[config.mk]
export PLATFORM = sky130hd
export DESIGN_NAME = video_timing_gen
export DESIGN_NICKNAME = d
export VERILOG_FILES = /design/src/rtl/video_timing_gen.sv
export SDC_FILE = /design/constraint.sdc
export NUM_CORES = 1
export LEC_CHECK = 0
export ABC_AREA = 1
export CAP_MARGIN = 10
export CORE_ASPECT_RATIO = 1.2
export CORE_MARGIN = 2
export CORE_UTILIZATION = 40
export CTS_BUF_LIST = sky130_fd_sc_hd__clkbuf_8
export CTS_CLUSTER_DIAMETER = 80
export CTS_CLUSTER_SIZE = 24
export DETAILED_ROUTE_END_ITERATION = 8
export PLACE_DENSITY_LB_ADDON = 0.08
export SLEW_MARGIN = 20
export SYNTH_ARGS = -nofsm -noshare
export SYNTH_HDL_FRONTEND = slang
export SYNTH_SLANG_ARGS = --single-unit
[constraint.sdc]
create_clock -name clk -period 1.6 [get_ports clk]
set_input_delay 0.4 -clock clk [delete_from_list [all_inputs] [get_ports clk]]
set_output_delay 0.4 -clock clk [all_outputs]
set_load 0.005 [all_outputs]
[src/rtl/video_timing_gen.sv]
// ---------------------------------------------------------------------------
// video_timing_gen
// Raster timing controller for the DVI transmitter. A horizontal counter
// (hc) and a vertical counter (vc) walk the active / front-porch / sync /
// back-porch segments. All outputs are registered one clock behind the
// counters and feed the three TMDS encoders and the pixel source.
//
// Ports
//   clk          pixel clock
//   rst          synchronous reset, active-high
//   run          raster request, acted on only at frame boundaries
//   dena         data enable to all three encoders
//   ctrl[1:0]    {vsync, hsync} for the blue-channel encoder
//   x[CW-1:0]    pixel column of the current output cycle
//   y[CW-1:0]    line number of the current output cycle
//   line_start   one-cycle pulse when x==0
//   frame_start  one-cycle pulse when x==0 && y==0
//   busy         frame in progress
//
// Top-level FSM
//   state   | meaning
//   --------+--------------------------------------------------------------
//   ST_IDLE | counters held at 0, outputs at idle levels
//   ST_RUN  | counters advance every clock; leaves only after the last
//           | pixel of a frame when run is low
//
// Segment decode (same codes for horizontal and vertical)
//   seg      | meaning
//   ---------+-------------------------------------------------------------
//   SEG_ACT  | visible pixels / lines
//   SEG_FP   | front porch
//   SEG_SYNC | sync pulse
//   SEG_BP   | back porch
// ---------------------------------------------------------------------------
module video_timing_gen #(
    parameter int H_ACTIVE = 640,
    parameter int H_FP     = 16,
    parameter int H_SYNC   = 96,
    parameter int H_BP     = 48,
    parameter int V_ACTIVE = 480,
    parameter int V_FP     = 10,
    parameter int V_SYNC   = 2,
    parameter int V_BP     = 33,
    parameter bit HS_POL   = 1'b0,
    parameter bit VS_POL   = 1'b0,
    parameter int CW       = 11
) (
    input  logic          clk,
    input  logic          rst,
    input  logic          run,
    output logic          dena,
    output logic [1:0]    ctrl,
    output logic [CW-1:0] x,
    output logic [CW-1:0] y,
    output logic          line_start,
    output logic          frame_start,
    output logic          busy
);

    localparam int HT = H_ACTIVE + H_FP + H_SYNC + H_BP;
    localparam int VT = V_ACTIVE + V_FP + V_SYNC + V_BP;

    localparam logic [CW-1:0] C_ZERO       = '0;
    localparam logic [CW-1:0] C_ONE        = CW'(1);
    localparam logic [CW-1:0] C_H_LAST     = CW'(HT - 1);
    localparam logic [CW-1:0] C_V_LAST     = CW'(VT - 1);
    localparam logic [CW-1:0] C_H_FP_S     = CW'(H_ACTIVE);
    localparam logic [CW-1:0] C_H_SYNC_S   = CW'(H_ACTIVE + H_FP);
    localparam logic [CW-1:0] C_H_BP_S     = CW'(H_ACTIVE + H_FP + H_SYNC);
    localparam logic [CW-1:0] C_V_FP_S     = CW'(V_ACTIVE);
    localparam logic [CW-1:0] C_V_SYNC_S   = CW'(V_ACTIVE + V_FP);
    localparam logic [CW-1:0] C_V_BP_S     = CW'(V_ACTIVE + V_FP + V_SYNC);

    localparam logic [0:0] ST_IDLE = 1'b0;
    localparam logic [0:0] ST_RUN  = 1'b1;

    localparam logic [1:0] SEG_ACT  = 2'd0;
    localparam logic [1:0] SEG_FP   = 2'd1;
    localparam logic [1:0] SEG_SYNC = 2'd2;
    localparam logic [1:0] SEG_BP   = 2'd3;

    logic [0:0]    r_state;
    logic [CW-1:0] r_hc;
    logic [CW-1:0] r_vc;

    logic          r_dena;
    logic [1:0]    r_ctrl;
    logic [CW-1:0] r_x;
    logic [CW-1:0] r_y;
    logic          r_line_start;
    logic          r_frame_start;
    logic          r_busy;

    logic [1:0]    w_h_seg;
    logic [1:0]    w_v_seg;
    logic          w_h_last;
    logic          w_v_last;
    logic          w_hsync;
    logic          w_vsync;

    // Segment boundaries are fixed, so the segment FSMs reduce to range
    // decodes of the counters rather than separately stored state.
    always_comb begin
        w_h_seg = SEG_BP;
        if (r_hc < C_H_FP_S) begin
            w_h_seg = SEG_ACT;
        end else if (r_hc < C_H_SYNC_S) begin
            w_h_seg = SEG_FP;
        end else if (r_hc < C_H_BP_S) begin
            w_h_seg = SEG_SYNC;
        end
    end

    always_comb begin
        w_v_seg = SEG_BP;
        if (r_vc < C_V_FP_S) begin
            w_v_seg = SEG_ACT;
        end else if (r_vc < C_V_SYNC_S) begin
            w_v_seg = SEG_FP;
        end else if (r_vc < C_V_BP_S) begin
            w_v_seg = SEG_SYNC;
        end
    end

    assign w_h_last = (r_hc == C_H_LAST);
    assign w_v_last = (r_vc == C_V_LAST);
    assign w_hsync  = (w_h_seg == SEG_SYNC) ? HS_POL : ~HS_POL;
    // vsync covers whole lines: no half-line offset relative to hsync.
    assign w_vsync  = (w_v_seg == SEG_SYNC) ? VS_POL : ~VS_POL;

    always_ff @(posedge clk) begin
        if (rst) begin
            r_state       <= ST_IDLE;
            r_hc          <= C_ZERO;
            r_vc          <= C_ZERO;
            r_dena        <= 1'b0;
            r_ctrl        <= {~VS_POL, ~HS_POL};
            r_x           <= C_ZERO;
            r_y           <= C_ZERO;
            r_line_start  <= 1'b0;
            r_frame_start <= 1'b0;
            r_busy        <= 1'b0;
        end else begin
            case (r_state)
                ST_IDLE: begin
                    r_hc <= C_ZERO;
                    r_vc <= C_ZERO;
                    if (run) begin
                        r_state <= ST_RUN;
                    end
                end
                default: begin
                    if (w_h_last) begin
                        r_hc <= C_ZERO;
                        if (w_v_last) begin
                            r_vc <= C_ZERO;
                            // run is only honoured here, so a mid-frame
                            // drop always finishes the frame.
                            if (!run) begin
                                r_state <= ST_IDLE;
                            end
                        end else begin
                            r_vc <= r_vc + C_ONE;
                        end
                    end else begin
                        r_hc <= r_hc + C_ONE;
                    end
                end
            endcase

            // Outputs describe the counters of the previous cycle.
            if (r_state == ST_RUN) begin
                r_dena        <= (w_h_seg == SEG_ACT) && (w_v_seg == SEG_ACT);
                r_ctrl        <= {w_vsync, w_hsync};
                r_x           <= r_hc;
                r_y           <= r_vc;
                r_line_start  <= (r_hc == C_ZERO);
                r_frame_start <= (r_hc == C_ZERO) && (r_vc == C_ZERO);
                r_busy        <= 1'b1;
            end else begin
                r_dena        <= 1'b0;
                r_ctrl        <= {~VS_POL, ~HS_POL};
                r_x           <= C_ZERO;
                r_y           <= C_ZERO;
                r_line_start  <= 1'b0;
                r_frame_start <= 1'b0;
                r_busy        <= 1'b0;
            end
        end
    end

    assign dena        = r_dena;
    assign ctrl        = r_ctrl;
    assign x           = r_x;
    assign y           = r_y;
    assign line_start  = r_line_start;
    assign frame_start = r_frame_start;
    assign busy        = r_busy;

endmodule
==> results.yml, run 1 <==
finish:
  nets: 310
  syn_to_final_growth_pct: 30.5
  fin_util_pct: 53.4
  diodes: 0
  num-fill-cells: 486
  drive_gt1_share_pct: 12.2
  instances_no_fill: 364
logic_synthesis:
  syn_area_sq_um: 1980
  avgSynthCellArea_sq_um: 7.67
  synth_top_area_share_pct: 51.6
  synth_edf_count: 0
  synthArstFlopShare_pct: 0
  seq_area_frac_synth_pct: 51.6
  synth-main-ff-cell: "dfxtp_1"
  syn_inst: 258
  synthTopCellsByCount: "nor2_1, dfxtp_1, nand2_1"
  ys_types: 22
  synth_most_common_cell: "nor2_1"
  yosysWarnings: 0
  synth_area_leaders: "dfxtp_1, nor2_1, nand2_1"
  yosys.area.top_type: "dfxtp_1"
  syn_nets: 265
  synth_seq_cells: 51
global_routing:
  grt_max_degree: 16
  grt_overflow: 0
  grt_pass1_wl_mm: 6.93
  gr-max-usage-layer: "met2"
  antenna_found_initial: 0
  grtUsageMet3_pct: 4.16
  grt_util_met1_pct: 18.9
  grt_pass1_vias: 1602
  met2_usage_pct: 30.0
  grt_use_total_pct: 16.7
placement:
  io_buffer_count: 30
  pre_cts_ws_ns: -0.134
  placed_cells_incl_taps: 354
  globalplace.congestion: 0.851
  dpl.hpwl_mm: 3.23
clocking:
  cts_buffers: 5
  clk_path_buf_depth: 2
  ctsRootBufferMaster: "clkbuf_8"
  htree_num_levels: 2
  cts.clk_slew.worst_paths_ns: 0.09
  cts_hold_buffers: 0
  tritoncts: "done"
  cts_sinks: 51
  clk_latency_ns: 0.30
power_and_ir_drop:
  power_mw: 2.29
  ir_drop_mv: 0.691
  power_density_nw_per_um2: 888
  p_leak_nw: 0.978
critical_path:
  worstPathMaxFanout: 1
  crit_slowest_cell: "clkdlybuf4s50_1"
  reg2reg_from: "r_hc[0]"
  crit_arrival_ns: 1.14
  cp-end-kind: "primary output"
  cpPeakStageDelay_ns: 0.50
  crit_path_start_kind: "register"
  critical_path_class: "register to primary output"
  timing.rr.end: "r_vc[6]"
  crit_required_ns: 1.20
  crit_chain: "clkdlybuf4s50_1"
  cp_top_family: "buffers and inverters"
  rr_worst_depth: 9
  worst-path-buf-inv: 1
  reg2reg_slack_ns: 0.12
route:
  firstDrtPassIters: 4
  via_per_inst: 4.66
  totalWireLength_mm: 4.19
  wire_per_inst_um: 11.5
  final_antenna_net_count: 0
  drt_iter0_drc: 84
  vias: 1696
  drc: 0
timing:
  max-slew-margin-rel_pct: 70.7
  fin_crit_sh_pct: 96.3
  fin_ws_ns: 0.0585
  finClkSkew_ns: 0.0102
  worstMarginPinSlew_ns: 0.436
  drv_slew: 0
  holdWs_ns: 0.484
  setup_viol: 0
  min_period_ns: 1.54
  finalHoldViolCount: 0
  clock.fmax_mhz: 649
hold_path:
  holdCritPathClass: "register to register"
  hold_end: "x[1]"
  hold_depth: 2
  min-delay-start: "r_hc[1]"
run_status:
  status: "finished clean"
die:
  die_h_um: 81.0
  start_util_pct: 40.9
  ios: 31
  core_area_sq_um: 4830
  die_w_um: 68.2
  rows: 28
  dieArea_sq_um: 5530
flow_run:
  cap_violations: 0
## layout by cell type (no fill, tap or decap)
master	Yosys	layout
nor3_1	9	9
a21oi_1	11	11
nand2_2	2	3
inv_2	2	2
dfxtp_1	51	49
nand3_1	15	15
dfxtp_2	0	2
nand2_1	41	40
bufinv_16	0	1
nor4_1	1	1
buf_4	1	11
nor2_1	58	56
nand3_4	0	1
nand4_1	8	8
nor2_4	2	2
nor2_2	1	3
clkinv_2	0	1
nand3_2	3	2
o21ai_0	6	6
ha_2	0	1
clkdlybuf4s50_1	0	30
buf_12	0	1
xor2_1	3	3
o2111ai_1	1	1
o21ai_4	0	1
ha_1	4	3
inv_1	35	35
clkbuf_8	0	6
## worst max path at each step
stage                     startpoint  endpoint  slack, ns  cells past startpoint
final                        ctrl[0]   ctrl[0]       0.06                      1
after global routing         r_hc[0]   r_vc[6]      -0.01                      9
after CTS                    ctrl[0]   ctrl[0]       0.03                      1
after detailed placement         rst   r_vc[9]      -0.13                      6
after global placement           rst   r_vc[7]      -0.09                      6
after floorplan              r_hc[0]   r_hc[6]       0.27                      7
## logic make-up after synthesis
group | count (synthesis) | share of synthesized area, %
adder cells (fa/ha/maj) | 4 | 2.53
buffers and inverters | 41 | 8.03
flip-flops | 51 | 51.6
XOR/XNOR | 3 | 1.33
AO/OA/AOI/OAI | 19 | 5.19
AND/OR/NAND/NOR | 140 | 31.3
## registers in the layout, summed over array words and instances, names as in the netlist
name         flops
r_hc            11
r_vc            11
x               11
y               11
ctrl             2
busy             1
dena             1
frame_start      1
line_start       1
r_state          1
## power breakdown
part           internal, mW  switching [mW]  leakage (nW)
logic                0.0445          0.0436         0.504
registers              1.28         0.00462         0.413
clock network         0.506           0.413        0.0612
total                  1.83           0.461         0.978
## timing repair
action | 4_1_cts | 5_1_grt
gates resized for setup | 0 | 8
setup endpoints to repair | 0 | 21
setup buffers | 0 | 2
## metrics by stage
stage | area (sq um) | setup TNS, ns
floorplan | 1980 | 0
global placement | 2420 | -0.302
detailed placement | 2420 | -1.10
CTS | 2540 | 0
global route | 2580 | -0.0190
finish | 2580 | 0
## cell type report
cell class / instances / area [sq um] / area share [%]
Tap cell: 60 / 75.1 / 2.91
Clock buffer: 6 / 82.6 / 3.20
Multi-Input combinational cell: 166 / 823 / 31.9
Sequential cell: 51 / 1020 / 39.7
Clock inverter: 2 / 35.0 / 1.36
Inverter: 37 / 139 / 5.38
Timing Repair Buffer: 42 / 403 / 15.6
## per-layer routing
| metal | vias to the layer above | part of all wire, % | routed length [um] |
|---|---|---|---|
| met5 | - | 0 | 0 |
| met4 | 0 | 2.1 | 86 |
| met3 | 8 | 2.3 | 98 |
| met2 | 21 | 52 | 2160 |
| met1 | 773 | 44 | 1840 |
| li1 | 894 | - | - |
## worst reg2reg max path, stage by stage (launching register included)
cell,delay [ns]
dfxtp_1,0.35
ha_2,0.19
nand2_2,0.08
nor2_4,0.18
nand2_2,0.08
nor2_4,0.17
buf_4,0.15
nand4_1,0.07
nand2_1,0.09
nor2_1,0.04
Power figures use the tool's default switching activity.
==> inputs of run 2 (changes only) <==
- clock period: 1.6 -> 1.7 ns (I/O delays scaled with it)
==> results.yml, run 2 (synthesized netlist as in run 1, its figures left out) <==
run_status:
  status: "finished clean"
clocking:
  cts_buffers: 5
  clk_latency_ns: 0.30
  clk_path_buf_depth: 2
  ctsRootBufferMaster: "clkbuf_8"
  htree_num_levels: 2
  cts_hold_buffers: 0
  tritoncts: "done"
  cts_sinks: 51
  cts.clk_slew.worst_paths_ns: 0.09
timing:
  worstMarginPinSlew_ns: 0.415
  finClkSkew_ns: 0.00628
  clock.fmax_mhz: 643
  drv_slew: 0
  setup_viol: 0
  grt_setup_unrepaired: "no"
  fin_crit_sh_pct: 91.4
  max-slew-margin-rel_pct: 72.1
  min_period_ns: 1.55
  fin_ws_ns: 0.146
  finalHoldViolCount: 0
  setup_tns_ns: 0
finish:
  instances_no_fill: 359
  num-fill-cells: 484
  syn_to_final_growth_pct: 27.2
  diodes: 0
  mostFrequentLayoutCells: "nor2_1, dfxtp_1, nand2_1"
  final_common_cell: "nor2_1"
  drive_gt1_share_pct: 8.70
  nets: 305
power_and_ir_drop:
  ir_drop_mv: 0.512
  power_mw: 2.03
  power_density_nw_per_um2: 808
  p_leak_nw: 0.947
critical_path:
  cp-end-kind: "primary output"
  cpPeakStageDelay_ns: 0.50
  crit_chain: "clkdlybuf4s50_1"
  worst-path-buf-inv: 1
  cp_top_family: "buffers and inverters"
  worstPathMaxFanout: 1
  crit_required_ns: 1.27
  crit_slowest_cell: "clkdlybuf4s50_1"
  critical_path_class: "register to primary output"
  crit_path_start_kind: "register"
  crit_arrival_ns: 1.13
placement:
  globalplace.congestion: 0.855
  pre_cts_ws_ns: 0.0640
  io_buffer_count: 30
  placed_cells_incl_taps: 351
  dpl.hpwl_mm: 3.19
route:
  final_antenna_net_count: 0
  via_per_inst: 4.70
  vias: 1688
  totalWireLength_mm: 4.14
  wire_per_inst_um: 11.5
  firstDrtPassIters: 4
  drt_iter0_drc: 105
  drc: 0
global_routing:
  grt_overflow: 0
  grt_max_degree: 15
  grt_pass1_vias: 1594
  grt_pass1_wl_mm: 7.04
  grt_use_total_pct: 17.3
  antenna_found_initial: 0
die:
  dieArea_sq_um: 5530
  start_util_pct: 40.9
  ios: 31
  die_h_um: 81.0
  rows: 28
  die_w_um: 68.2
  core_area_sq_um: 4830
hold_path:
  holdCritPathClass: "register to register"
flow_run:
  cap_violations: 0
run 2: path summary, 6_finish.rpt:
path	cells past startpoint	slack, ns	from	end
max	1	0.15	dena	dena
min	1	0.47	r_hc[0]	r_hc[0]
max reg2reg	7	0.15	r_vc[0]	r_vc[6]
min reg2reg	1	0.47	r_hc[0]	r_hc[0]
run 2: metal layers:
metal  vias to the layer above  global-route usage (%)  wire (um)
li1                        886                       -          -
met1                       776                    19.6       1750
met2                        18                    30.1       2180
met3                         8                    4.16        110
met4                         0                    7.80         98
met5                         -                       0          0
run 2: area by class of cell:
cell class,instances,area (sq um),area share (%)
clock buffers,7,96.3,3.83
clock inverters,1,3.75,0.149
inverters,37,139,5.52
multi-input cells,166,816,32.4
flip-flops and latches,51,1020,40.6
well taps,60,75.1,2.98
repair buffers,37,365,14.5
run 2: through the flow:
step / cell area, sq um / utilization (%) / hold slack [ns]
6_report: 2520 / 52.0 / 0.472
5_1_grt: 2520 / 52.0 / 0.505
4_1_cts: 2500 / 51.7 / 0.472
3_5_place_dp: 2400 / 49.6 / 0.454
3_3_place_gp: 2400 / 49.6 / 0.449
2_1_floorplan: 1980 / - / 0.430
run 2: where the power goes:
group          internal, mW  total, mW  switching [mW]
logic                0.0397     0.0804          0.0407
registers              1.21       1.21         0.00471
clock network         0.366      0.743           0.377
run 2: repair_timing:
action                                  4_1_cts  5_1_grt
endpoints found under the setup margin        0        3
buffers inserted                              0        0
resized for setup                             0        3
==> inputs of run 3 (changes only) <==
- CORE_UTILIZATION: 40 -> 55
==> results.yml, run 3 (synthesized netlist as in run 1, its figures left out) <==
power_and_ir_drop:
  power_mw: 1.97
  power_density_nw_per_um2: 800
  ir_drop_mv: 0.629
  p_leak_nw: 0.920
critical_path:
  cp-end-kind: "primary output"
  worstPathMaxFanout: 1
  crit_path_start_kind: "register"
  crit_chain: "clkdlybuf4s50_1"
  cp_top_family: "buffers and inverters"
  critical_path_class: "register to primary output"
  cpPeakStageDelay_ns: 0.50
  crit_arrival_ns: 1.12
  crit_required_ns: 1.27
  worst-path-buf-inv: 1
  crit_slowest_cell: "clkdlybuf4s50_1"
run_status:
  status: "finished, violations left"
  violations: "DRC"
die:
  die_w_um: 58.7
  start_util_pct: 58.3
  ios: 31
  dieArea_sq_um: 4090
  core_area_sq_um: 3400
  rows: 23
  die_h_um: 69.7
placement:
  pre_cts_ws_ns: -0.0822
  dpl.hpwl_mm: 3.06
  io_buffer_count: 30
  globalplace.congestion: 0.895
  place_area_sq_um: 2350
clocking:
  cts_sinks: 51
  cts.clk_slew.worst_paths_ns: 0.09
  ctsRootBufferMaster: "clkbuf_8"
  tritoncts: "done"
  cts_buffers: 5
  postCtsResizedCells: 0
  htree_num_levels: 2
  cts_hold_buffers: 0
  clk_latency_ns: 0.30
  clk_path_buf_depth: 2
  cts_setup_buffers: 0
timing:
  setup_viol: 0
  clock.fmax_mhz: 648
  grt_setup_unrepaired: "no"
  fin_ws_ns: 0.157
  setup_tns_ns: 0
  worstMarginPinSlew_ns: 0.512
  finalHoldViolCount: 0
  drv_slew: 0
  max-slew-margin-rel_pct: 65.6
  min_period_ns: 1.54
  fin_crit_sh_pct: 90.8
  finClkSkew_ns: 0.00442
global_routing:
  grt_pass1_vias: 1578
  grt_overflow: 0
  grt_use_total_pct: 21.1
  grt_max_degree: 17
  grt_pass1_wl_mm: 6.72
  antenna_found_initial: 0
finish:
  seq_area_sq_um: 1020
  diodes: 0
  final_common_cell: "nor2_1"
  multi_input_area_sq_um: 816
  drive_gt1_share_pct: 8.42
  syn_to_final_growth_pct: 24.4
  fin_area_sq_um: 2460
  mostFrequentLayoutCells: "nor2_1, dfxtp_1, nand2_1"
  nets: 303
  num-fill-cells: 310
route:
  totalWireLength_mm: 3.98
  drc: 1
  wire_per_inst_um: 11.9
  drt_iter0_drc: 100
  vias: 1689
  firstDrtPassIters: 6
  final_antenna_net_count: 0
  via_per_inst: 5.06
flow_run:
  cap_violations: 0
hold_path:
  holdCritPathClass: "register to register"
run 3: cell types whose count changed in the layout (fill, tap and decap cells not counted):
cell and delta:
inv_1 -1, clkinvlp_4 +2, clkbuf_8 -2, buf_4 -2
clkinv_2 +1
run 3: layout make-up:
class                   count  area share, %
repair buffers             35           14.2
clock inverters             3          0.813
inverters                  37           5.64
clock buffers               5           2.80
flip-flops and latches     51           41.5
well taps                  37           1.88
multi-input cells         166           33.1
run 3: metrics by stage:
stage	hold slack (ns)	std cells	utilization, %
6_report	0.465	334	72.5
5_1_grt	0.503	334	72.5
4_1_cts	0.471	334	72.0
3_5_place_dp	0.449	326	69.3
3_3_place_gp	0.441	326	69.3
2_1_floorplan	0.430	258	-
run 3: path summary, 6_finish.rpt:
kind,from,end,slack [ns],cells after the start
max,frame_start,frame_start,0.16,1
max reg2reg,r_hc[0],r_vc[9],0.19,9
min,r_hc[0],r_hc[0],0.47,1
min reg2reg,r_hc[0],r_hc[0],0.47,1
run 3: power by group:
part           internal [mW]  leakage, nW  switching, mW  total, mW
Clock                  0.287       0.0402          0.393      0.679
Sequential              1.21        0.412        0.00428       1.21
Combinational         0.0399        0.468         0.0406     0.0805
run 3: layer usage:
layer / vias to the layer above / GRT usage, % / wire, um
li1: 880 / - / -
met1: 754 / 24.3 / 1670
met2: 44 / 35.8 / 2050
met3: 11 / 5.78 / 162
met4: 0 / 8.84 / 103
met5: - / 0 / 0
